--- config.mk ---
export PLATFORM = sky130hd
export DESIGN_NAME = uart_resp_framer
export DESIGN_NICKNAME = d
export VERILOG_FILES = /design/src/rtl/uart_bridge_pkg.sv /design/src/rtl/uart_resp_framer.sv
export SDC_FILE = /design/constraint.sdc
export NUM_CORES = 1
export LEC_CHECK = 0
export BUFFER_PORTS_ARGS = -buffer_cell sky130_fd_sc_hd__buf_2
export CORE_MARGIN = 5
export CORE_UTILIZATION = 58
export CTS_CLUSTER_SIZE = 28
export DETAILED_ROUTE_END_ITERATION = 16
export PLACE_DENSITY = 0.77
export SLEW_MARGIN = 5
export SYNTH_ARGS = -nofsm -noshare
export SYNTH_HDL_FRONTEND = slang
export SYNTH_SLANG_ARGS = --single-unit
--- constraint.sdc ---
create_clock -name clk_i -period 2.43 [get_ports clk_i]
set_clock_uncertainty 0.2 [all_clocks]
set_input_delay 0.486 -clock clk_i [delete_from_list [all_inputs] [get_ports clk_i]]
set_output_delay 0.486 -clock clk_i [all_outputs]
set_load 0.05 [all_outputs]
--- src/rtl/uart_bridge_pkg.sv ---
// Shared definitions for the UART bridge: frame constants, status bit map,
// transmit FSM encoding and the buffered response payload.
package uart_bridge_pkg;

    localparam int unsigned BYTE_W = 8;
    localparam int unsigned DATA_W = 32;
    localparam int unsigned IDX_W  = 2;

    localparam logic [BYTE_W-1:0] SOF_DEFAULT = 8'h5A;
    localparam logic [BYTE_W-1:0] VER_DEFAULT = 8'h01;

    localparam int unsigned STAT_ERR_BIT  = 0;
    localparam int unsigned STAT_INTG_BIT = 1;
    localparam int unsigned STAT_WR_BIT   = 2;
    localparam int unsigned STAT_OVR_BIT  = 7;

    typedef enum logic [2:0] {
        TXF_IDLE,
        TXF_SOF,
        TXF_VER,
        TXF_STAT,
        TXF_DATA,
        TXF_CSUM
    } txf_state_e;

    typedef struct packed {
        logic [DATA_W-1:0] rdata;
        logic              err;
        logic              intg_err;
        logic              is_write;
    } resp_t;

    // Little-endian byte lane select.
    function automatic logic [BYTE_W-1:0] get_byte(input logic [DATA_W-1:0] word,
                                                   input logic [IDX_W-1:0]  idx);
        return word[{idx, 3'b000} +: BYTE_W];
    endfunction

endpackage

--- src/rtl/uart_resp_framer.sv ---
// Turns single-cycle bus responses into byte frames for the UART transmitter,
// with a one-entry pending buffer and a sticky overrun flag.
module uart_resp_framer
    import uart_bridge_pkg::*;
#(
    parameter logic [BYTE_W-1:0] SOF_BYTE = SOF_DEFAULT,
    parameter logic [BYTE_W-1:0] VER_BYTE = VER_DEFAULT
) (
    input  logic                clk_i,
    input  logic                rst_ni,
    input  logic                req_fire_i,
    input  logic                req_we_i,
    input  logic                valid_i,
    input  logic [DATA_W-1:0]   rdata_i,
    input  logic                err_i,
    input  logic                intg_err_i,
    output logic                tx_valid_o,
    output logic [BYTE_W-1:0]   tx_data_o,
    input  logic                tx_ready_i,
    output logic                busy_o
);

    txf_state_e          r_state;
    resp_t               r_pend;
    logic                r_pend_full;
    logic                r_ovr;
    logic                r_tag;
    logic [IDX_W-1:0]    r_idx;
    logic [BYTE_W-1:0]   r_stat;
    logic [DATA_W-1:0]   r_data;
    logic [BYTE_W-1:0]   r_csum;
    logic                r_is_wr;
    logic                r_tx_valid;
    logic [BYTE_W-1:0]   r_tx_data;

    logic                w_load;
    logic                w_xfer;
    logic [DATA_W-1:0]   w_ld_data;
    logic [BYTE_W-1:0]   w_ld_stat;
    logic [BYTE_W-1:0]   w_ld_dxor;
    logic [BYTE_W-1:0]   w_ld_csum;
    logic [IDX_W-1:0]    w_idx_nxt;

    assign w_load    = (r_state == TXF_IDLE) && r_pend_full;
    assign w_xfer    = r_tx_valid && tx_ready_i;
    assign w_idx_nxt = r_idx + IDX_W'(1);

    // Frame contents computed from the pending entry at load time.
    always_comb begin
        w_ld_stat = '0;
        w_ld_stat[STAT_ERR_BIT]  = r_pend.err;
        w_ld_stat[STAT_INTG_BIT] = r_pend.intg_err;
        w_ld_stat[STAT_WR_BIT]   = r_pend.is_write;
        w_ld_stat[STAT_OVR_BIT]  = r_ovr;
        w_ld_data = (r_pend.err || r_pend.intg_err) ? DATA_W'(0) : r_pend.rdata;
        w_ld_dxor = get_byte(w_ld_data, 2'd0) ^ get_byte(w_ld_data, 2'd1)
                  ^ get_byte(w_ld_data, 2'd2) ^ get_byte(w_ld_data, 2'd3);
        w_ld_csum = VER_BYTE ^ w_ld_stat ^ (r_pend.is_write ? BYTE_W'(0) : w_ld_dxor);
    end

    always_ff @(posedge clk_i or negedge rst_ni) begin
        if (!rst_ni) begin
            r_state     <= TXF_IDLE;
            r_pend      <= '0;
            r_pend_full <= 1'b0;
            r_ovr       <= 1'b0;
            r_tag       <= 1'b0;
            r_idx       <= '0;
            r_stat      <= '0;
            r_data      <= '0;
            r_csum      <= '0;
            r_is_wr     <= 1'b0;
            r_tx_valid  <= 1'b0;
            r_tx_data   <= '0;
        end else begin
            if (req_fire_i) begin
                r_tag <= req_we_i;
            end

            // A response arriving while the buffer drains into the frame is still accepted.
            if (valid_i && (!r_pend_full || w_load)) begin
                r_pend.rdata    <= rdata_i;
                r_pend.err      <= err_i;
                r_pend.intg_err <= intg_err_i;
                r_pend.is_write <= r_tag;
                r_pend_full     <= 1'b1;
            end else if (w_load) begin
                r_pend_full <= 1'b0;
            end

            if (w_load) begin
                r_ovr <= 1'b0;
            end else if (valid_i && r_pend_full) begin
                r_ovr <= 1'b1;
            end

            case (r_state)
                TXF_IDLE: begin
                    if (w_load) begin
                        r_stat     <= w_ld_stat;
                        r_data     <= w_ld_data;
                        r_csum     <= w_ld_csum;
                        r_is_wr    <= r_pend.is_write;
                        r_idx      <= '0;
                        r_tx_valid <= 1'b1;
                        r_tx_data  <= SOF_BYTE;
                        r_state    <= TXF_SOF;
                    end
                end
                TXF_SOF: begin
                    if (w_xfer) begin
                        r_tx_data <= VER_BYTE;
                        r_state   <= TXF_VER;
                    end
                end
                TXF_VER: begin
                    if (w_xfer) begin
                        r_tx_data <= r_stat;
                        r_state   <= TXF_STAT;
                    end
                end
                TXF_STAT: begin
                    if (w_xfer) begin
                        if (r_is_wr) begin
                            r_tx_data <= r_csum;
                            r_state   <= TXF_CSUM;
                        end else begin
                            r_idx     <= '0;
                            r_tx_data <= get_byte(r_data, 2'd0);
                            r_state   <= TXF_DATA;
                        end
                    end
                end
                TXF_DATA: begin
                    if (w_xfer) begin
                        if (r_idx == IDX_W'(3)) begin
                            r_idx     <= '0;
                            r_tx_data <= r_csum;
                            r_state   <= TXF_CSUM;
                        end else begin
                            r_idx     <= w_idx_nxt;
                            r_tx_data <= get_byte(r_data, w_idx_nxt);
                        end
                    end
                end
                TXF_CSUM: begin
                    if (w_xfer) begin
                        r_tx_valid <= 1'b0;
                        r_tx_data  <= '0;
                        r_state    <= TXF_IDLE;
                    end
                end
                default: begin
                    r_tx_valid <= 1'b0;
                    r_tx_data  <= '0;
                    r_state    <= TXF_IDLE;
                end
            endcase
        end
    end

    assign tx_valid_o = r_tx_valid;
    assign tx_data_o  = r_tx_data;
    assign busy_o     = r_tx_valid || r_pend_full;

endmodule

==> impl_metrics.yaml, run 1 <==
status:
  status: "finished, final reports clean"
synth:
  netlist.area_leader.share_pct: 52.60
  ys_top_cells_by_area: "dfrtp_1 53%, mux2_1 8.6%, nand2_1 7.6%"
  seq_area_frac_synth_pct: 52.60
  synth_nets: 470
  synth-seq-cells: 96
  synth_top_area_cell: "dfrtp_1"
  ys_types: 48
  synthCells: 429
  syn_avg_cell_area_um2: 10.65
  synth_edf_count: 0
  synth_flop_cell: "dfrtp_1"
  ys_warn_count: 0
  async_reset_ff_share_pct: 100.0
  syn_area_mm2: 0.004567
drt:
  routed-via-count: 3338
  postRouteAntennaNets: 0
  drtIter0Drc: 209
  wl_um: 9731
  viasPerCell: 5.735
  drc: 0
  wl_per_cell_um: 16.72
  dr.pass1.iters: 4
final_layout:
  area_growth_pct: 12.77
  final_cell_mix: "96 x dfrtp_1, 92 x nand2_1, 48 x buf_2"
  final_cell_area_mm2: 0.005150
  final_core_util_pct: 66.99
  nNetsFinal: 516
  fillerInstances: 615
  multiInputGateArea_mm2: 0.002028
  final_cells: 582
  drive_gt1_share_pct: 19.58
  ff_latch_area_mm2: 0.002402
  antenna_cells: 0
  final_common_cell: "dfrtp_1"
sta:
  period_minus_slack_ps: 2295
  rsz0062_at_grt: "no"
  fin_crit_sh_pct: 94.45
  tightest_slew_ps: 548.0
  setup_viol: 0
  final_hold_viol_count: 0
  max_slew_margin_pct: 63.47
  maxSlewViolCount: 0
  fmax_ghz: 0.4357
  final.setup.tns_ps: 0
global_route:
  gr-usage-met1_pct: 32.20
  grt_pass1_wl_um: 16630
  track_usage_pct: 21.13
  met3_usage_pct: 4.883
  busiest_layer: "met1"
  grt_max_degree: 49
  grt-ovfl-total: 0
  grt_pass1_vias: 3277
  grtUsageMet2_pct: 30.63
  antenna_found_initial: 0
clocking:
  post-cts-setup-buffers: 0
  cts_tree: "done"
  cts_buffers: 9
  clock_sinks: 96
  worst_skew_pair.late_latency_ps: 360
  cts_max_level: 3
  cts.path.max_buffers: 2
  hold_buffers: 1
  cts_resized: 0
  root_buffer: "clkbuf_8"
  clk_pin_slew_worst_paths_ps: 90
worst_setup_path:
  cp_slowest_cell: "ha_1"
  cp_data_required_time_ps: 2480
  crit_family: "adder cells"
  cp_num_buf_inv: 0
  path_cells: "ha_1, mux2_2, o22ai_1, a211oi_1, a211o_1"
  cp_slowest_stage_delay_ps: 660
  worst_setup_path_start_kind: "flop"
  end_kind: "flop"
  crit_arrival_ps: 2340
  critical_path_class: "reg2reg"
  path_max_fanout: 12
pwr:
  peakVddDrop_uv: 693.4
  powerDensity_mw_per_mm2: 1493
  power_mw: 7.691
  leakage_nw: 2.447
placed_design:
  place_inst: 565
  dpl_cell_area_mm2: 0.004913
  gp_congestion: 0.8835
  portBuffers: 49
  dp_hpwl_um: 6899
die:
  dieArea_mm2: 0.009749
  ios: 50
  dieWidth_um: 98.74
  start_util_pct: 59.41
  core_mm2: 0.007687
  fp.dieH_um: 98.74
  rows: 32
job:
  maxCapViolations: 0
worst_hold_path:
  hold_path_class: "in2reg"
-- final timing paths --
check,to,slack (ps),depth (start not counted),startpoint
max in group asynchronous,r_pend[28],960,3,rst_ni
hold reg to reg,r_data[11],280,2,r_data[11]
setup reg to reg,tx_data_o[6],130,5,r_idx[0]
hold / removal,r_pend[34],130,2,rdata_i[31]
min in group asynchronous,r_data[4],430,2,rst_ni
setup / recovery,tx_data_o[6],130,5,r_idx[0]
-- cell families after synthesis --
group,after synthesis,synth area share (%)
buffers and inverters,27,3.041
AOI/OAI and AO/OA,57,8.466
DFF,96,52.60
and+or+nand+nor,164,16.60
muxes,59,14.22
xor gates and xnor gates,25,4.795
adders and majority gates,1,0.2739
-- per-layer routing --
| layer | share of wire, % | vias up | wire length [um] |
|---|---|---|---|
| met5 | 0 | - | 0 |
| met3 | 5.6 | 9 | 547 |
| met4 | 1.2 | 0 | 114 |
| met1 | 48 | 1654 | 4707 |
| met2 | 45 | 93 | 4361 |
| li1 | - | 1582 | - |
-- per-stage QoR --
step           hold slack, ps  setup slack, ps
2_1_floorplan          -9.591            397.9
3_3_place_gp            257.6            217.5
3_5_place_dp            254.8            140.5
4_1_cts                 117.6            134.8
5_1_grt                 113.8            18.50
6_report                132.5            134.8
-- sequential cells by signal, summed over array words and instances, names as in the netlist --
name	flops
r_state	3
r_stat	4
r_csum	8
r_pend	35
tx_valid_o	1
r_idx	2
r_ovr	1
r_data	32
r_pend_full	1
tx_data_o	8
r_tag	1
-- cell type report --
type / count / area share, %
tap: 102 / 2.478
sequential: 96 / 46.65
clock buffer: 11 / 2.745
multi-input combinational: 306 / 39.38
timing repair buffer: 60 / 6.948
inverter: 2 / 0.1458
clock inverter: 5 / 1.652
-- where the power goes --
group	leakage [nW]	internal, mW	switching (mW)	total [mW]
combinational	1.13	1.47	1.89	3.36
sequential	1.21	2.37	0.783	3.15
clock	0.111	0.616	0.564	1.18
-- cell usage after synthesis (5+ instances only) --
| cell | instances |
|---|---|
| nor3_1 | 5 |
| clkbuf_1 | 9 |
| a211oi_1 | 9 |
| nor2_1 | 12 |
| a211o_1 | 7 |
| mux2_2 | 12 |
| xnor2_1 | 23 |
| buf_2 | 9 |
| o22ai_1 | 9 |
| buf_4 | 7 |
| mux2i_1 | 12 |
| nand2_1 | 92 |
| dfrtp_1 | 96 |
| nand3_1 | 33 |
| o21ai_1 | 7 |
| a21oi_1 | 10 |
| mux2_1 | 35 |
Power figures use the tool's default switching activity.
==> run 2: changes to the inputs <==
--- a/config.mk
+++ b/config.mk
@@ -7,10 +7,10 @@
 export LEC_CHECK = 0
 export BUFFER_PORTS_ARGS = -buffer_cell sky130_fd_sc_hd__buf_2
 export CORE_MARGIN = 5
-export CORE_UTILIZATION = 58
+export CORE_UTILIZATION = 40
 export CTS_CLUSTER_SIZE = 28
 export DETAILED_ROUTE_END_ITERATION = 16
-export PLACE_DENSITY = 0.77
+export PLACE_DENSITY = 0.56
 export SLEW_MARGIN = 5
 export SYNTH_ARGS = -nofsm -noshare
 export SYNTH_HDL_FRONTEND = slang
==> impl_metrics.yaml, run 2 (synthesis gave the netlist of run 1 again) <==
pwr:
  leakage_nw: 2.508
  peakVddDrop_uv: 604.7
  power_mw: 8.132
  powerDensity_mw_per_mm2: 1525
drt:
  postRouteAntennaNets: 0
  drtIter0Drc: 178
  dr.pass1.iters: 4
  drc: 0
  wl_um: 10190
  wl_per_cell_um: 16.30
  routed-via-count: 3231
  viasPerCell: 5.170
global_route:
  grt_max_degree: 49
  grt_pass1_wl_um: 17360
  grt-ovfl-total: 0
  grt_pass1_vias: 3273
  antenna_found_initial: 0
  track_usage_pct: 16.42
clocking:
  clock_sinks: 96
  root_buffer: "clkbuf_16"
  cts_buffers: 9
  cts_max_level: 3
  worst_skew_pair.late_latency_ps: 340
  cts_tree: "done"
  cts.path.max_buffers: 2
  post-cts-setup-buffers: 0
  clk_pin_slew_worst_paths_ps: 70
final_layout:
  drive_gt1_share_pct: 20.12
  largest_register_ffs: 35
  largestRegisters: "r_pend x35, r_data x32"
  final_common_cell: "dfrtp_1"
  fillerInstances: 1106
  nNetsFinal: 518
  area_growth_pct: 16.79
  final_cell_mix: "96 x dfrtp_1, 92 x nand2_1, 48 x buf_2"
  largest_register: "r_pend"
  final_cell_area_mm2: 0.005334
  antenna_cells: 0
worst_setup_path:
  cp_slowest_stage_delay_ps: 430
  worst_setup_path_start_kind: "flop"
  path_cells: "ha_1, buf_4, mux2_2, o22ai_1, a211oi_1, a211o_1"
  cp_slowest_cell: "dfrtp_1"
  end_kind: "flop"
  reg2reg_slack_ps: 350
  crit_arrival_ps: 2100
  critical_path_class: "reg2reg"
  path_max_fanout: 8
  cp_data_required_time_ps: 2450
worst_hold_path:
  hold_path_class: "in2reg"
die:
  start_util_pct: 40.34
  dieArea_mm2: 0.01365
  ios: 50
  core_mm2: 0.01132
  fp.dieH_um: 116.9
  dieWidth_um: 116.9
  rows: 39
placed_design:
  dp_hpwl_um: 7137
  portBuffers: 49
  dpl_cell_area_mm2: 0.004980
  gp_congestion: 0.8260
sta:
  final_hold_viol_count: 0
  final.setup.tns_ps: 0
  tightest_slew_ps: 552.4
  max_slew_margin_pct: 63.17
  setup_viol: 0
  fin_crit_sh_pct: 85.58
  period_minus_slack_ps: 2080
  maxSlewViolCount: 0
  fin_hold_ws_ps: 151.4
  fmax_ghz: 0.4809
  rsz0062_at_grt: "no"
status:
  status: "finished, final reports clean"
job:
  maxCapViolations: 0
[run 2: worst paths after layout]
kind | endpoint | start | depth (start not counted)
hold reg to reg | r_data[24] | r_data[24] | 2
setup reg to reg | tx_data_o[6] | r_idx[0] | 6
setup / recovery | tx_data_o[6] | r_idx[0] | 6
min in group asynchronous | tx_valid_o | rst_ni | 2
max in group asynchronous | r_pend[33] | rst_ni | 3
hold / removal | r_pend[24] | rdata_i[21] | 2
[run 2: through the flow]
stage / util, % / setup slack [ps] / std cells
floorplan: - / 397.9 / 429
global route: 47.12 / 192.3 / 625
detailed placement: 43.99 / 353.1 / 608
CTS: 47.12 / 344.9 / 625
finish: 47.12 / 350.3 / 625
global placement: 43.99 / 405.1 / 608
[run 2: area by class of cell]
cell class	instances	area, um^2	share of cell area, %
flip-flops and latches	96	2402	45.04
multi-input cells	306	2028	38.02
repair buffers	62	372.9	6.990
clock buffers	9	225.2	4.222
well taps	143	178.9	3.354
clock inverters	7	118.9	2.228
inverters	2	7.507	0.1407
[run 2: worst max-delay path, delay by kind of cell, from the launching register on]
family / cells / cell delay [ps]
adders and majority gates: 1 / 320
DFF: 1 / 430
muxes: 1 / 340
AOI/OAI and AO/OA: 3 / 490
buffers and inverters: 1 / 180
[run 2: per-layer routing]
| metal | wire length, um | track usage [%] | vias to the layer above |
|---|---|---|---|
| met3 | 509 | 3.650 | 14 |
| met5 | 0 | 0 | - |
| li1 | - | - | 1596 |
| met2 | 4392 | 22.83 | 71 |
| met1 | 5091 | 24.70 | 1550 |
| met4 | 192 | 6.651 | 0 |
[run 2: what timing repair did]
action                                  in CTS  in global routing
resized for setup                            0                  0
endpoints found under the setup margin       0                  0
hold endpoints to repair                    36                  0
hold buffers                                 1                  0
[run 2: where the power goes]
part,internal (mW),total (mW),switching (mW)
combinational,1.47,3.39,1.92
clock,1.01,1.61,0.607
sequential,2.37,3.13,0.751
